[config.mk]
export PLATFORM = sky130hd
export DESIGN_NAME = udp_rate_gen_mc_flat
export DESIGN_NICKNAME = d
export VERILOG_FILES = /design/src/rtl/udp_rate_gen_mc_if.sv /design/src/rtl/udp_rate_gen_mc.sv /design/src/flat_wrapper.sv
export SDC_FILE = /design/constraint.sdc
export NUM_CORES = 1
export LEC_CHECK = 0
export CORE_MARGIN = 2
export CORE_UTILIZATION = 45
export CTS_CLUSTER_SIZE = 16
export DETAILED_ROUTE_END_ITERATION = 12
export GPL_ROUTABILITY_DRIVEN = 0
export PLACE_DENSITY = 0.68
export SYNTH_ARGS = -nofsm -noshare
export SYNTH_HDL_FRONTEND = slang
export SYNTH_SLANG_ARGS = --single-unit
[constraint.sdc]
create_clock -name clk -period 8.7 [get_ports clk]
set_input_delay 2.175 -clock clk [delete_from_list [all_inputs] [get_ports clk]]
set_output_delay 2.175 -clock clk [all_outputs]
set_load 0.05 [all_outputs]
[src/rtl/udp_rate_gen_mc_if.sv]
// Send handshake between the rate generator and the UDP packet builder.
// The generator offers a channel index and holds it until the builder accepts it.
interface udp_rate_gen_mc_if #(
    parameter int NUM_CH = 4
);
    localparam int CH_W = (NUM_CH > 1) ? $clog2(NUM_CH) : 1;

    logic            send_valid;
    logic [CH_W-1:0] send_ch;
    logic            send_ready;

    modport master (
        output send_valid,
        output send_ch,
        input  send_ready
    );

    modport slave (
        input  send_valid,
        input  send_ch,
        output send_ready
    );
endinterface

[src/rtl/udp_rate_gen_mc.sv]
// Multi-channel UDP test-traffic rate generator: per-channel phase accumulators
// feed saturating credit counters, which are granted round-robin onto one send port.
module udp_rate_gen_mc #(
    parameter int NUM_CH = 4,
    parameter int ACC_W  = 32,
    parameter int PEND_W = 4,
    parameter int BL_W   = 16,
    parameter int CNT_W  = 32
) (
    input  logic                    clk,
    input  logic                    rst,
    input  logic [NUM_CH-1:0]       en,
    input  logic [NUM_CH*ACC_W-1:0] speed,
    input  logic                    burst_mode,
    input  logic                    burst_start,
    input  logic [BL_W-1:0]         burst_len,
    udp_rate_gen_mc_if.master       snd,
    output logic [NUM_CH-1:0]       drop,
    output logic                    burst_done,
    output logic [CNT_W-1:0]        sent_cnt
);
    localparam int CH_W = (NUM_CH > 1) ? $clog2(NUM_CH) : 1;
    localparam logic [PEND_W-1:0] CRED_MAX = '1;
    localparam logic [CH_W:0] NCH = (CH_W+1)'(NUM_CH);

    typedef enum logic {S_IDLE, S_OFFER} state_t;

    logic [ACC_W-1:0]  acc_q  [NUM_CH];
    logic [ACC_W-1:0]  acc_d  [NUM_CH];
    logic [PEND_W-1:0] cred_q [NUM_CH];
    logic [PEND_W-1:0] cred_d [NUM_CH];
    logic [BL_W-1:0]   rem_q  [NUM_CH];
    logic [BL_W-1:0]   rem_d  [NUM_CH];
    logic [NUM_CH-1:0] drop_q, drop_d;
    logic [NUM_CH-1:0] tick, counted, grant;
    logic [NUM_CH-1:0] has_q, has_d, rem_nz;
    logic [CH_W-1:0]   rr_q, rr_d, ch_q, ch_d;
    logic [CH_W:0]     nxt_wide;
    logic [CH_W-1:0]   nxt;
    logic [CNT_W-1:0]  cnt_q, cnt_d;
    state_t            state_q, state_d;
    logic              hs;

    // First requesting channel at or after start, wrapping around.
    function automatic logic [CH_W-1:0] rr_pick(
        input logic [NUM_CH-1:0] req,
        input logic [CH_W-1:0]   start
    );
        logic [2*NUM_CH-1:0] dbl;
        logic [CH_W:0]       idx;
        logic [CH_W-1:0]     res;
        dbl = {req, req} >> start;
        idx = '0;
        res = start;
        for (int k = NUM_CH - 1; k >= 0; k--) begin
            if (dbl[k]) begin
                idx = {1'b0, start} + (CH_W+1)'(k);
                if (idx >= NCH) idx = idx - NCH;
                res = idx[CH_W-1:0];
            end
        end
        return res;
    endfunction

    assign hs = (state_q == S_OFFER) && snd.send_ready;

    assign nxt_wide = ({1'b0, ch_q} + (CH_W+1)'(1) >= NCH) ?
                      '0 : {1'b0, ch_q} + (CH_W+1)'(1);
    assign nxt = nxt_wide[CH_W-1:0];

    // Per-channel accumulator, burst gating and credit counting.
    always_comb begin
        logic [ACC_W:0] sum;
        for (int i = 0; i < NUM_CH; i++) begin
            sum = {1'b0, acc_q[i]} + {1'b0, speed[i*ACC_W +: ACC_W]};
            acc_d[i] = acc_q[i];
            tick[i]  = 1'b0;
            if (en[i]) begin
                acc_d[i] = sum[ACC_W-1:0];
                tick[i]  = sum[ACC_W];
            end
            rem_d[i] = burst_start ? burst_len : rem_q[i];
            counted[i] = tick[i] & (~burst_mode | (rem_d[i] != '0));
            if (counted[i] && burst_mode) rem_d[i] = rem_d[i] - BL_W'(1);
            grant[i]  = hs && (ch_q == CH_W'(i));
            cred_d[i] = cred_q[i];
            drop_d[i] = drop_q[i];
            if (counted[i] && !grant[i]) begin
                if (cred_q[i] == CRED_MAX) drop_d[i] = 1'b1;
                else cred_d[i] = cred_q[i] + PEND_W'(1);
            end else if (grant[i] && !counted[i]) begin
                cred_d[i] = cred_q[i] - PEND_W'(1);
            end
            has_q[i]  = (cred_q[i] != '0);
            has_d[i]  = (cred_d[i] != '0);
            rem_nz[i] = (rem_q[i] != '0);
        end
    end

    // Arbiter: pick a pending channel, hold the offer until it is accepted.
    always_comb begin
        state_d = state_q;
        ch_d    = ch_q;
        rr_d    = rr_q;
        cnt_d   = cnt_q;
        unique case (state_q)
            S_IDLE: begin
                if (|has_q) begin
                    ch_d    = rr_pick(has_q, rr_q);
                    state_d = S_OFFER;
                end
            end
            S_OFFER: begin
                if (snd.send_ready) begin
                    cnt_d = cnt_q + CNT_W'(1);
                    rr_d  = nxt;
                    if (|has_d) ch_d = rr_pick(has_d, nxt);
                    else state_d = S_IDLE;
                end
            end
            default: state_d = S_IDLE;
        endcase
    end

    // State registers; reset clears every channel and the arbiter.
    always_ff @(posedge clk or posedge rst) begin
        if (rst) begin
            for (int i = 0; i < NUM_CH; i++) begin
                acc_q[i]  <= '0;
                cred_q[i] <= '0;
                rem_q[i]  <= '0;
            end
            drop_q  <= '0;
            rr_q    <= '0;
            ch_q    <= '0;
            cnt_q   <= '0;
            state_q <= S_IDLE;
        end else begin
            for (int i = 0; i < NUM_CH; i++) begin
                acc_q[i]  <= acc_d[i];
                cred_q[i] <= cred_d[i];
                rem_q[i]  <= rem_d[i];
            end
            drop_q  <= drop_d;
            rr_q    <= rr_d;
            ch_q    <= ch_d;
            cnt_q   <= cnt_d;
            state_q <= state_d;
        end
    end

    assign snd.send_valid = (state_q == S_OFFER);
    assign snd.send_ch    = ch_q;
    assign drop           = drop_q;
    assign sent_cnt       = cnt_q;
    assign burst_done     = ~burst_mode |
                            (~|rem_nz & ~|has_q & (state_q == S_IDLE));
endmodule

[src/flat_wrapper.sv]
// flat-port wrapper written by rule: the top's interface ports become plain ports
module udp_rate_gen_mc_flat 
#(
    parameter int NUM_CH = 4,
    parameter int ACC_W  = 32,
    parameter int PEND_W = 4,
    parameter int BL_W   = 16,
    parameter int CNT_W  = 32
)
  (clk, rst, en, speed, burst_mode, burst_start, burst_len, drop, burst_done, sent_cnt, snd_send_valid, snd_send_ch, snd_send_ready);
  udp_rate_gen_mc_if #(.NUM_CH(NUM_CH)) snd_i ();
  input  logic clk;
  input  logic rst;
  input  logic [NUM_CH-1:0] en;
  input  logic [NUM_CH*ACC_W-1:0] speed;
  input  logic burst_mode;
  input  logic burst_start;
  input  logic [BL_W-1:0] burst_len;
  output logic [NUM_CH-1:0] drop;
  output logic burst_done;
  output logic [CNT_W-1:0] sent_cnt;
  output wire logic [$bits(snd_i.send_valid)-1:0] snd_send_valid;
  output wire logic [$bits(snd_i.send_ch)-1:0] snd_send_ch;
  input wire logic [$bits(snd_i.send_ready)-1:0] snd_send_ready;
  assign snd_send_valid = snd_i.send_valid;
  assign snd_send_ch = snd_i.send_ch;
  assign snd_i.send_ready = snd_send_ready;
  udp_rate_gen_mc #(.NUM_CH(NUM_CH), .ACC_W(ACC_W), .PEND_W(PEND_W), .BL_W(BL_W), .CNT_W(CNT_W)) u_core (.clk(clk), .rst(rst), .en(en), .speed(speed), .burst_mode(burst_mode), .burst_start(burst_start), .burst_len(burst_len), .snd(snd_i), .drop(drop), .burst_done(burst_done), .sent_cnt(sent_cnt));
endmodule
# After elaboration in Yosys (flattened, before gate mapping)
# Index checks and enable logic that the tools add are counted.
# totals
register_bits	249
in_bits	153
out_inout_bits	40
wordCells	188
# classes
n_addsub	32
order_cmp	9
n_eq_ne	10
shift	2
n_mux	49
bitwise	13
n_reduce_logical	53
# op_table
cell	count
$add A32 B32 Y33	4
$mux W16	8
$reduce_bool A16 Y1	8
$sub A16 B1 Y16 const B	4
$mux W4	12
$mux W2	20
$add A32 B1 Y32 const B	1
$reduce_bool A4 Y1	8
$ge A3 B3 Y1 const B	7
$logic_and A1 B1 Y1	17
$add A4 B1 Y4 const B	4
$eq A4 B4 Y1 const B	4
$shr A8 B2 Y4	2
$sub A2 B1 Y2 const B	8
$sub A4 B1 Y4 const B	4
$add A2 B2 Y3 const B	4
$reduce_or A4 Y1	3
$logic_not A1 Y1	10
$reduce_and A2 Y1	5
$add A2 B1 Y3 const B	3
$mux W1	7
$and A1 B1 Y1	6
$ge A2 B3 Y1 const B	2
$or A1 B1 Y1	5
other kinds (9)	12

# Longest topological paths before layout
# Gate-level depths: netlist of run 1.
# depth
word_depth	17
mapped_depth	21
mapped_depth_nobuf	16

# Worst setup path after synthesis of run 1
# Ideal clock, no wire load.
# synth_path
path_kind	input-to-reg
start	input burst_start
end	register u_core.ch_q[0] (netlist: u_core.snd.send_ch[0])
setup_time_ns	0.132
arrival_time_ns	6.378
path_slack_ns	2.190
path_stages	20
n_path_buf	5
path_cell_list	buf_2 > buf_4 > buf_2 > buf_2 > buf_1 > mux2i_1 > ha_1 > nand4_1 > a211oi_1 > a21oi_1 > and3_1 > a22oi_4 > nor3_1 > a2111o_1 > a211o_1 > or2_1 > o31a_1 > a311oi_1 > nand2b_1 > o31ai_1
# synth_between
elab_chain_cells	17
elab_cells_between_ends	51
# synth_lines
item	line	source
from (decl)	flat_wrapper.sv:17	input logic burst_start;
$mux W16	udp_rate_gen_mc.sv:82	rem_d[i] = burst_start ? burst_len : rem_q[i];
$reduce_bool A16 Y1	udp_rate_gen_mc.sv:83	counted[i] = tick[i] & (~burst_mode | (rem_d[i] != '0));
$or A1 B1 Y1	udp_rate_gen_mc.sv:83	
$and A1 B1 Y1	udp_rate_gen_mc.sv:83	
$logic_not A1 Y1	udp_rate_gen_mc.sv:91	end else if (grant[i] && !counted[i]) begin
$logic_and A1 B1 Y1	udp_rate_gen_mc.sv:91	
$mux W4	udp_rate_gen_mc.sv:91	
$mux W4	udp_rate_gen_mc.sv:88	if (counted[i] && !grant[i]) begin
$reduce_bool A4 Y1	udp_rate_gen_mc.sv:95	has_d[i] = (cred_d[i] != '0);
$shr A8 B2 Y4	udp_rate_gen_mc.sv:52	dbl = {req, req} >> start;
$mux W2 (4 in series)	udp_rate_gen_mc.sv:56	if (dbl[k]) begin
$mux W2	udp_rate_gen_mc.sv:117	if (|has_d) ch_d = rr_pick(has_d, nxt);
$mux W2	udp_rate_gen_mc.sv:114	if (snd.send_ready) begin
$pmux W2 S2	udp_rate_gen_mc.sv:106	unique case (state_q)
to (signal assigned)	udp_rate_gen_mc.sv:146	ch_q <= ch_d;
to (decl)	udp_rate_gen_mc.sv:37	logic [CH_W-1:0] rr_q, rr_d, ch_q, ch_d;
# Several ways; a longest one is shown, not always the timed one. The select of a mux whose other input is x is not followed.
# A chain may end at the register's enable or synchronous reset.

# Worst setup path in the final report of run 1
# layout_path
start	input speed[0]
end	register u_core.ch_q[0] (netlist: u_core.snd.send_ch[0])
# layout_between
elab_chain_cells	16
elab_cells_between_ends	20
# layout_lines
item	line	source
from (decl)	flat_wrapper.sv:15	input logic [NUM_CH*ACC_W-1:0] speed;
$add A32 B32 Y33 *	udp_rate_gen_mc.sv:75	sum = {1'b0, acc_q[i]} + {1'b0, speed[i*ACC_W +: ACC_W]};
$mux W1 *	udp_rate_gen_mc.sv:78	if (en[i]) begin
$and A1 B1 Y1 *	udp_rate_gen_mc.sv:83	
$logic_not A1 Y1	udp_rate_gen_mc.sv:91	
$logic_and A1 B1 Y1	udp_rate_gen_mc.sv:91	
$mux W4	udp_rate_gen_mc.sv:91	
$mux W4 *	udp_rate_gen_mc.sv:88	
$reduce_bool A4 Y1 *	udp_rate_gen_mc.sv:95	
$shr A8 B2 Y4	udp_rate_gen_mc.sv:52	
$mux W2 (4 in series)	udp_rate_gen_mc.sv:56	
$mux W2	udp_rate_gen_mc.sv:117	
$mux W2	udp_rate_gen_mc.sv:114	
$pmux W2 S2	udp_rate_gen_mc.sv:106	
# Every way passes the cells marked *; elsewhere a longest branch is shown, timed or not. The select of a mux whose other input is x is not followed.

==> results.sh, run 1 <==
export IMPL_switchingPower_mw=2.82
export IMPL_p_sw_share_pct=39.9
export IMPL_worst_slew_pin_slew_ps=992
export IMPL_synth_seq_cells=249
export IMPL_ff2ff_path_depth=16
export IMPL_synthCells=1891
export IMPL_synth_warnings=0
export IMPL_wl_per_cell_um=16.6
export IMPL_cts_repair_resized=0
export IMPL_clkTransAtPathRegs_ps=60
export IMPL_antenna_found_initial=0
export IMPL_grt_use_met2_pct=35.1
export IMPL_ys_flop_type="dfrtp_1"
export IMPL_critPathRequiredTime_ps=9170
export IMPL_drive_above_1_share_pct=9.36
export IMPL_critical_path_endpoint="u_core.snd.send_ch[0]$_DFFE_PP0P_"
export IMPL_core_area_mm2=0.0397
export IMPL_min_path_type="reg -> reg"
export IMPL_viasPerCell=5.63
export IMPL_p_int_mw=4.25
export IMPL_postCtsSetupRepairBufs=0
export IMPL_nNetsFinal=2372
export IMPL_grt_pass1_vias=14600
export IMPL_clkSinkCount=249
export IMPL_io_pins=193
export IMPL_period_minus_slack_ps=6520
export IMPL_ctsHoldBuffers=0
export IMPL_worst_slack_ps=2180
export IMPL_r2r_setup_slack_ps=3800
export IMPL_maxCapViolations=0
export IMPL_die_w_um=205
export IMPL_leakagePower_nw=9.20
export IMPL_synth_edf_count=0
export IMPL_post_dp_hpwl_um=31900
export IMPL_maxSlewHeadroom_pct=33.9
export IMPL_grt_max_degree=162
export IMPL_cp_startpoint="speed[0]"
export IMPL_start_util_pct=45.5
export IMPL_gr_total_overflow=0
export IMPL_fin_total_pwr_mw=7.07
export IMPL_status="completed"
export IMPL_seqPwrFrac_pct=27.2
export IMPL_numCtsBuffers=31
export IMPL_dr_first_iter_drc_count=764
export IMPL_numPortBuffers=192
export IMPL_finalCritPeriodShare_pct=75.0
export IMPL_ys_seq_area_share_pct=34.4
export IMPL_rsz0062_at_grt="no"
export IMPL_clockPowerShare_pct=18.8
export IMPL_timing_rr_start="u_core.acc_q[96]$_DFFE_PP0P_"
export IMPL_dieHeight_um=205
export IMPL_vias=14700
export IMPL_root_buffer="clkbuf_16"
export IMPL_start_kind="input port"
export IMPL_fmax_ghz=0.153
export IMPL_area_growth_syn_to_layout_pct=19.1
export IMPL_ant_nets=0
export IMPL_grtUsageMet3_pct=3.71
export IMPL_use_met1_pct=26.4
export IMPL_critPathKind="in -> reg"
export IMPL_track_usage_pct=20.5
export IMPL_critPathMaxFanout=17
export IMPL_insertion_delay_ps=600
export IMPL_power_density_mw_per_mm2=328
export IMPL_r2r_end="u_core.snd.send_ch[0]$_DFFE_PP0P_"
export IMPL_setup_tns_ps=0
export IMPL_pwr_share_comb_pct=54.0
export IMPL_peakVddDrop_mv=0.187
export IMPL_syn_area_mm2=0.0181
export IMPL_worst_clock_skew_ps=18.4
export IMPL_grt_pass1_wl_um=71300
export IMPL_drc=0
export IMPL_crit_arrival_ps=7000
export IMPL_top_usage_layer="met2"
export IMPL_syn_avg_cell_area_um2=9.57
export IMPL_finalMaxSlewViolations=0
export IMPL_preCtsSetupSlack_ps=1570
export IMPL_endpoint_kind="flip-flop"
export IMPL_n_antenna_cell=0
export IMPL_setup_viol=0
export IMPL_fp_row_count=73
export IMPL_cts_tree="built"
export IMPL_synthDistinctLibCells=87
export IMPL_syn_num_nets=2194
export IMPL_drt_first_pass_iters=5
export IMPL_synthArstFlopShare_pct=100
export IMPL_die_area_mm2=0.0418
export IMPL_finalWirelength_um=43600
export IMPL_cts_buffer_depth=3
export IMPL_ctsHtreeMaxLevel=1
export IMPL_hold_viol=0
-- stage by stage --
step,utilization (%),std cells,hold slack [ps],area [µm²]
5_1_grt,54.2,2618,484,21500
3_5_place_dp,51.6,2561,448,20500
6_report,54.2,2618,465,21500
3_3_place_gp,51.6,2561,446,20500
4_1_cts,54.2,2618,464,21500
2_1_floorplan,-,1891,450,18100
-- worst min-delay path by stage --
| stage | endpoint | from | cells past startpoint | slack (ps) |
|---|---|---|---|---|
| 6_report | u_core.drop[0]$_DFFE_PP0P_ | u_core.drop[0]$_DFFE_PP0P_ | 1 | 460 |
| 3_5_place_dp | u_core.drop[0]$_DFFE_PP0P_ | u_core.drop[0]$_DFFE_PP0P_ | 1 | 450 |
| 2_1_floorplan | u_core.acc_q[61]$_DFFE_PP0P_ | u_core.acc_q[61]$_DFFE_PP0P_ | 2 | 450 |
| 3_3_place_gp | u_core.drop[0]$_DFFE_PP0P_ | u_core.drop[0]$_DFFE_PP0P_ | 1 | 450 |
| 5_1_grt | u_core.drop[0]$_DFFE_PP0P_ | u_core.drop[0]$_DFFE_PP0P_ | 1 | 480 |
| 4_1_cts | u_core.drop[0]$_DFFE_PP0P_ | u_core.drop[0]$_DFFE_PP0P_ | 1 | 460 |
-- Yosys cell counts (6+ instances only) --
| cell type | count | area [µm²] |
|---|---|---|
| a211oi_1 | 20 | 150 |
| a21o_1 | 57 | 428 |
| a21oi_1 | 129 | 646 |
| a31oi_1 | 13 | 81.3 |
| and2_1 | 16 | 100 |
| and3_1 | 26 | 163 |
| and4_1 | 8 | 70.1 |
| buf_1 | 10 | 37.5 |
| buf_2 | 11 | 55.1 |
| clkbuf_1 | 30 | 113 |
| dfrtp_1 | 249 | 6230 |
| ha_1 | 146 | 1830 |
| inv_1 | 56 | 210 |
| mux2_2 | 107 | 1200 |
| mux2i_1 | 62 | 621 |
| nand2_1 | 126 | 473 |
| nand2b_1 | 21 | 131 |
| nand3_1 | 43 | 215 |
| nand4_1 | 35 | 219 |
| nand4b_1 | 6 | 52.6 |
| nor2_1 | 127 | 477 |
| nor2b_1 | 14 | 87.6 |
| nor3_1 | 41 | 205 |
| nor3b_1 | 12 | 90.1 |
| nor4_1 | 17 | 106 |
| o211ai_1 | 10 | 75.1 |
| o21a_1 | 19 | 143 |
| o21ai_0 | 82 | 410 |
| o21bai_1 | 24 | 180 |
| o31ai_1 | 13 | 97.6 |
| or3_1 | 22 | 138 |
| xnor2_1 | 162 | 1420 |
| xor2_1 | 58 | 508 |
-- state kept, by name, indices dropped and copies added (netlist names) --
| signal | cells |
|---|---|
| u_core.sent_cnt | 32 |
| u_core.snd.send_ch | 2 |
| u_core.cred_q | 16 |
| u_core.rr_q | 2 |
| u_core.snd.send_valid | 1 |
| u_core.rem_q | 64 |
| u_core.drop | 4 |
| u_core.acc_q | 128 |
-- worst max-delay path, cell delays in order --
cell             delay [ps]
clkdlybuf4s50_1         410
ha_1                    230
fa_1                    430
a211oi_1                260
o21ai_0                 130
a31oi_1                 370
o21ai_1                 200
a221o_1                 450
a22oi_4                 420
nor3_1                  170
a2111o_1                430
a211o_1                 310
or2_1                   260
o31a_1                  290
a311oi_1                250
nand2b_1                150
o31ai_1                  60
-- routing by layer --
layer	share of wire, %	up-vias
met2	48	308
met3	5.2	59
met5	0	-
li1	-	7263
met1	45	7097
met4	2.1	0
-- cell usage in the layout, fill, tap and decap left out, types with 6 or more instances in the layout --
cell type        instances
o211ai_1                10
o31ai_1                 13
o21a_1                  19
buf_4                    7
clkdlybuf4s50_1        189
and4_1                   8
mux2i_1                 62
a211oi_1                20
nand4_1                 35
xor2_1                  58
clkinv_2                 6
xnor2_1                162
nor2b_1                 14
inv_1                   55
nand2b_1                21
and3_1                  26
ha_1                   146
nand3_1                 43
mux2_2                 107
clkbuf_1                 6
a21oi_1                129
nor3b_1                 12
nand2_1                126
nor3_1                  41
nor2_1                 127
clkinvlp_4               6
and2_1                  16
a31oi_1                 13
clkbuf_16               31
or3_1                   22
nand4b_1                 6
a21o_1                  57
nor4_1                  17
o21ai_0                 82
o21bai_1                24
dfrtp_1                249
-- cell families (layout without fill, tap and decap cells) --
logic type / after synthesis / count (layout) / share of synthesized area, %
muxes: 171 / 171 / 10.3
and+or+nand+nor: 536 / 536 / 14.9
DFF: 249 / 249 / 34.4
xor gates and xnor gates: 220 / 220 / 10.6
AOI/OAI and AO/OA: 455 / 455 / 16.8
buffers and inverters: 110 / 312 / 2.43
adders and majority gates: 150 / 150 / 10.5
-- power groups by stage --
stage                     Combinational (mW)  Clock, mW  Sequential (mW)
after floorplan                         3.02          0             1.93
after global placement                  3.68          0             1.91
after detailed placement                3.80          0             1.93
after CTS                               3.82       1.38             1.92
after global routing                    4.27       1.42             1.98
final                                   3.82       1.33             1.92
-- area by class of cell --
class / instances / area [µm²]
flip-flops and latches: 249 / 6230
clock inverters: 15 / 178
inverters: 56 / 214
well taps: 525 / 657
fillers: 3568 / 18200
repair buffers: 199 / 1970
multi-input cells: 1532 / 11400
clock buffers: 42 / 867
(Power assumes the default switching activity.)
==> run 2: changes to the inputs <==
Settings changed: PLACE_DENSITY 0.68 to 0.66.
Clock period 8.7 ns to 6.7 ns, I/O delays scaled along.
==> run 2 against run 1 <==
Against the previous run:
- combinational power grew 31%
- clock-buffer cell count increased by 10
- critical path type unchanged
- largest power group unchanged
- hold slack gained 5.4 ps
- sequential share of layout area decreased by 0.32 points
- clock skew is 1.7 ps higher
- cell count grew 0.80%
==> results.sh, run 2 (synthesized netlist as in run 1, its figures left out) <==
export IMPL_final_cell_mix="dfrtp_1 (249), clkdlybuf4s50_1 (189), xnor2_1 (162)"
export IMPL_p_int_mw=5.69
export IMPL_drt_first_pass_iters=6
export IMPL_gr_total_overflow=0
export IMPL_preCtsSetupSlack_ps=156
export IMPL_post_dp_hpwl_um=32000
export IMPL_switchingPower_mw=3.65
export IMPL_peakVddDrop_mv=0.237
export IMPL_ctsHtreeMaxLevel=2
export IMPL_highest_layer="met4"
export IMPL_setup_tns_ps=0
export IMPL_finalMaxSlewViolations=0
export IMPL_hold_viol=0
export IMPL_core_area_mm2=0.0397
export IMPL_post_place_cells=2579
export IMPL_ctsHoldBuffers=0
export IMPL_p_sw_share_pct=39.1
export IMPL_setup_viol=0
export IMPL_maxCapViolations=0
export IMPL_wl_met2_um=20800
export IMPL_r2r_end="u_core.snd.send_ch[0]$_DFFE_PP0P_"
export IMPL_r2r_setup_slack_ps=1830
export IMPL_timing_rr_start="u_core.acc_q[0]$_DFFE_PP0P_"
export IMPL_cts_buffer_depth=3
export IMPL_grt_max_degree=164
export IMPL_worst_clock_skew_ps=20.1
export IMPL_ff2ff_path_depth=16
export IMPL_finalCritPeriodShare_pct=90.4
export IMPL_drc=0
export IMPL_drive_above_1_share_pct=10.2
export IMPL_dieHeight_um=205
export IMPL_numPortBuffers=192
export IMPL_min_path_type="reg -> reg"
export IMPL_grt_pass1_vias=14900
export IMPL_critPathMaxFanout=9
export IMPL_rsz0062_at_grt="no"
export IMPL_ant_nets=0
export IMPL_power_density_mw_per_mm2=429
export IMPL_antenna_found_initial=0
export IMPL_wl_per_cell_um=16.6
export IMPL_worst_slack_ps=640
export IMPL_postCtsSetupRepairBufs=0
export IMPL_insertion_delay_ps=540
export IMPL_leakagePower_nw=9.35
export IMPL_dr_first_iter_drc_count=1036
export IMPL_critPathKind="in -> reg"
export IMPL_wl_met3_um=2360
export IMPL_hold_path_depth=1
export IMPL_hold_path_end="u_core.drop[1]$_DFFE_PP0P_"
export IMPL_period_minus_slack_ps=6060
export IMPL_io_pins=193
export IMPL_n_antenna_cell=0
export IMPL_largest_reg_flops=128
export IMPL_pwr_share_comb_pct=53.4
export IMPL_area_growth_syn_to_layout_pct=20.4
export IMPL_cts_repair_resized=0
export IMPL_die_w_um=205
export IMPL_mostFrequentLayoutCell="dfrtp_1"
export IMPL_regMostFlops="u_core.acc_q"
export IMPL_root_buffer="clkbuf_16"
export IMPL_endpoint_kind="flip-flop"
export IMPL_numCtsBuffers=34
export IMPL_status="completed"
export IMPL_clockPowerShare_pct=20.0
export IMPL_track_usage_pct=21.2
export IMPL_drt_met1_wl_um=19700
export IMPL_viasPerCell=5.64
export IMPL_fmax_ghz=0.165
export IMPL_vias=14900
export IMPL_finalWirelength_um=43900
export IMPL_start_kind="input port"
export IMPL_layout_cells_non_filler=2639
export IMPL_holdCritStartpoint="u_core.drop[1]$_DFFE_PP0P_"
export IMPL_nNetsFinal=2393
export IMPL_die_area_mm2=0.0418
export IMPL_cts_tree="built"
export IMPL_start_util_pct=45.5
export IMPL_worst_slew_pin_slew_ps=1000
export IMPL_clkTransAtPathRegs_ps=60
export IMPL_clkSinkCount=249
export IMPL_grt_pass1_wl_um=73200
export IMPL_fp_row_count=73
export IMPL_crit_arrival_ps=6470
export IMPL_seqPwrFrac_pct=26.6
export IMPL_critPathRequiredTime_ps=7110
export IMPL_maxSlewHeadroom_pct=33.1
==> run 2: changes by cell type in the layout (fill, tap and decap cells not counted), moves of 2 or more <==
cell | before | now
clkbuf_1 | 6 | 8
clkbuf_8 | 5 | 9
clkinvlp_4 | 6 | 1
clkbuf_16 | 31 | 35
clkinv_2 | 6 | 4
buf_4 | 7 | 25
==> run 2: cell type report <==
cell class | count | area (µm²)
multi-input combinational | 1532 | 11400
timing repair buffer | 217 | 2110
fill | 3526 | 17900
clock buffer | 52 | 1030
sequential | 249 | 6230
tap | 525 | 657
inverter | 56 | 214
clock inverter | 8 | 119
==> run 2: metrics by stage <==
| stage | total power [mW] | area (µm²) | util (%) | hold WS (ps) |
|---|---|---|---|---|
| 2_1_floorplan | 6.43 | 18100 | - | 450 |
| 3_3_place_gp | 7.32 | 20600 | 51.9 | 460 |
| 3_5_place_dp | 7.46 | 20600 | 51.9 | 460 |
| 4_1_cts | 9.42 | 21800 | 54.8 | 476 |
| 5_1_grt | 10.1 | 21800 | 54.8 | 484 |
| 6_report | 9.35 | 21800 | 54.8 | 470 |
==> run 2: worst max-delay path by stage <==
stage / start / endpoint / cells after the start
after CTS: speed[96] / u_core.snd.send_ch[1]$_DFFE_PP0P_ / 17
after global routing: speed[32] / u_core.snd.send_ch[1]$_DFFE_PP0P_ / 18
after floorplan: burst_start / u_core.snd.send_ch[0]$_DFFE_PP0P_ / 20
after global placement: speed[96] / u_core.snd.send_ch[1]$_DFFE_PP0P_ / 17
after detailed placement: speed[96] / u_core.snd.send_ch[1]$_DFFE_PP0P_ / 17
final: speed[96] / u_core.snd.send_ch[0]$_DFFE_PP0P_ / 17
==> run 2: worst max-delay path: stages <==
cell and delay [ps]:
clkdlybuf4s50_1 400, ha_1 230, fa_1 410, a21o_1 190, a22o_1 240, o22a_1 230, a221o_1 370, a31oi_1 290
o21a_1 350, o21ai_2 90, a21boi_0 150, mux2_4 290, or4_1 670, o31a_1 340, a311oi_1 320, nand2b_1 170
o31ai_1 60
==> run 2: per-layer routing <==
layer	up-vias	track usage (%)
met3	80	3.74
met4	0	6.94
met1	7110	27.4
met2	348	35.8
li1	7343	-
met5	-	0
==> run 2: power groups by stage <==
stage               Clock (mW)  Combinational, mW  Sequential, mW
floorplan                    0               3.92            2.51
global placement             0               4.83            2.48
detailed placement           0               4.96            2.51
CTS                       1.93               4.99            2.49
global route              1.98               5.59            2.57
finish                    1.87               4.99            2.49
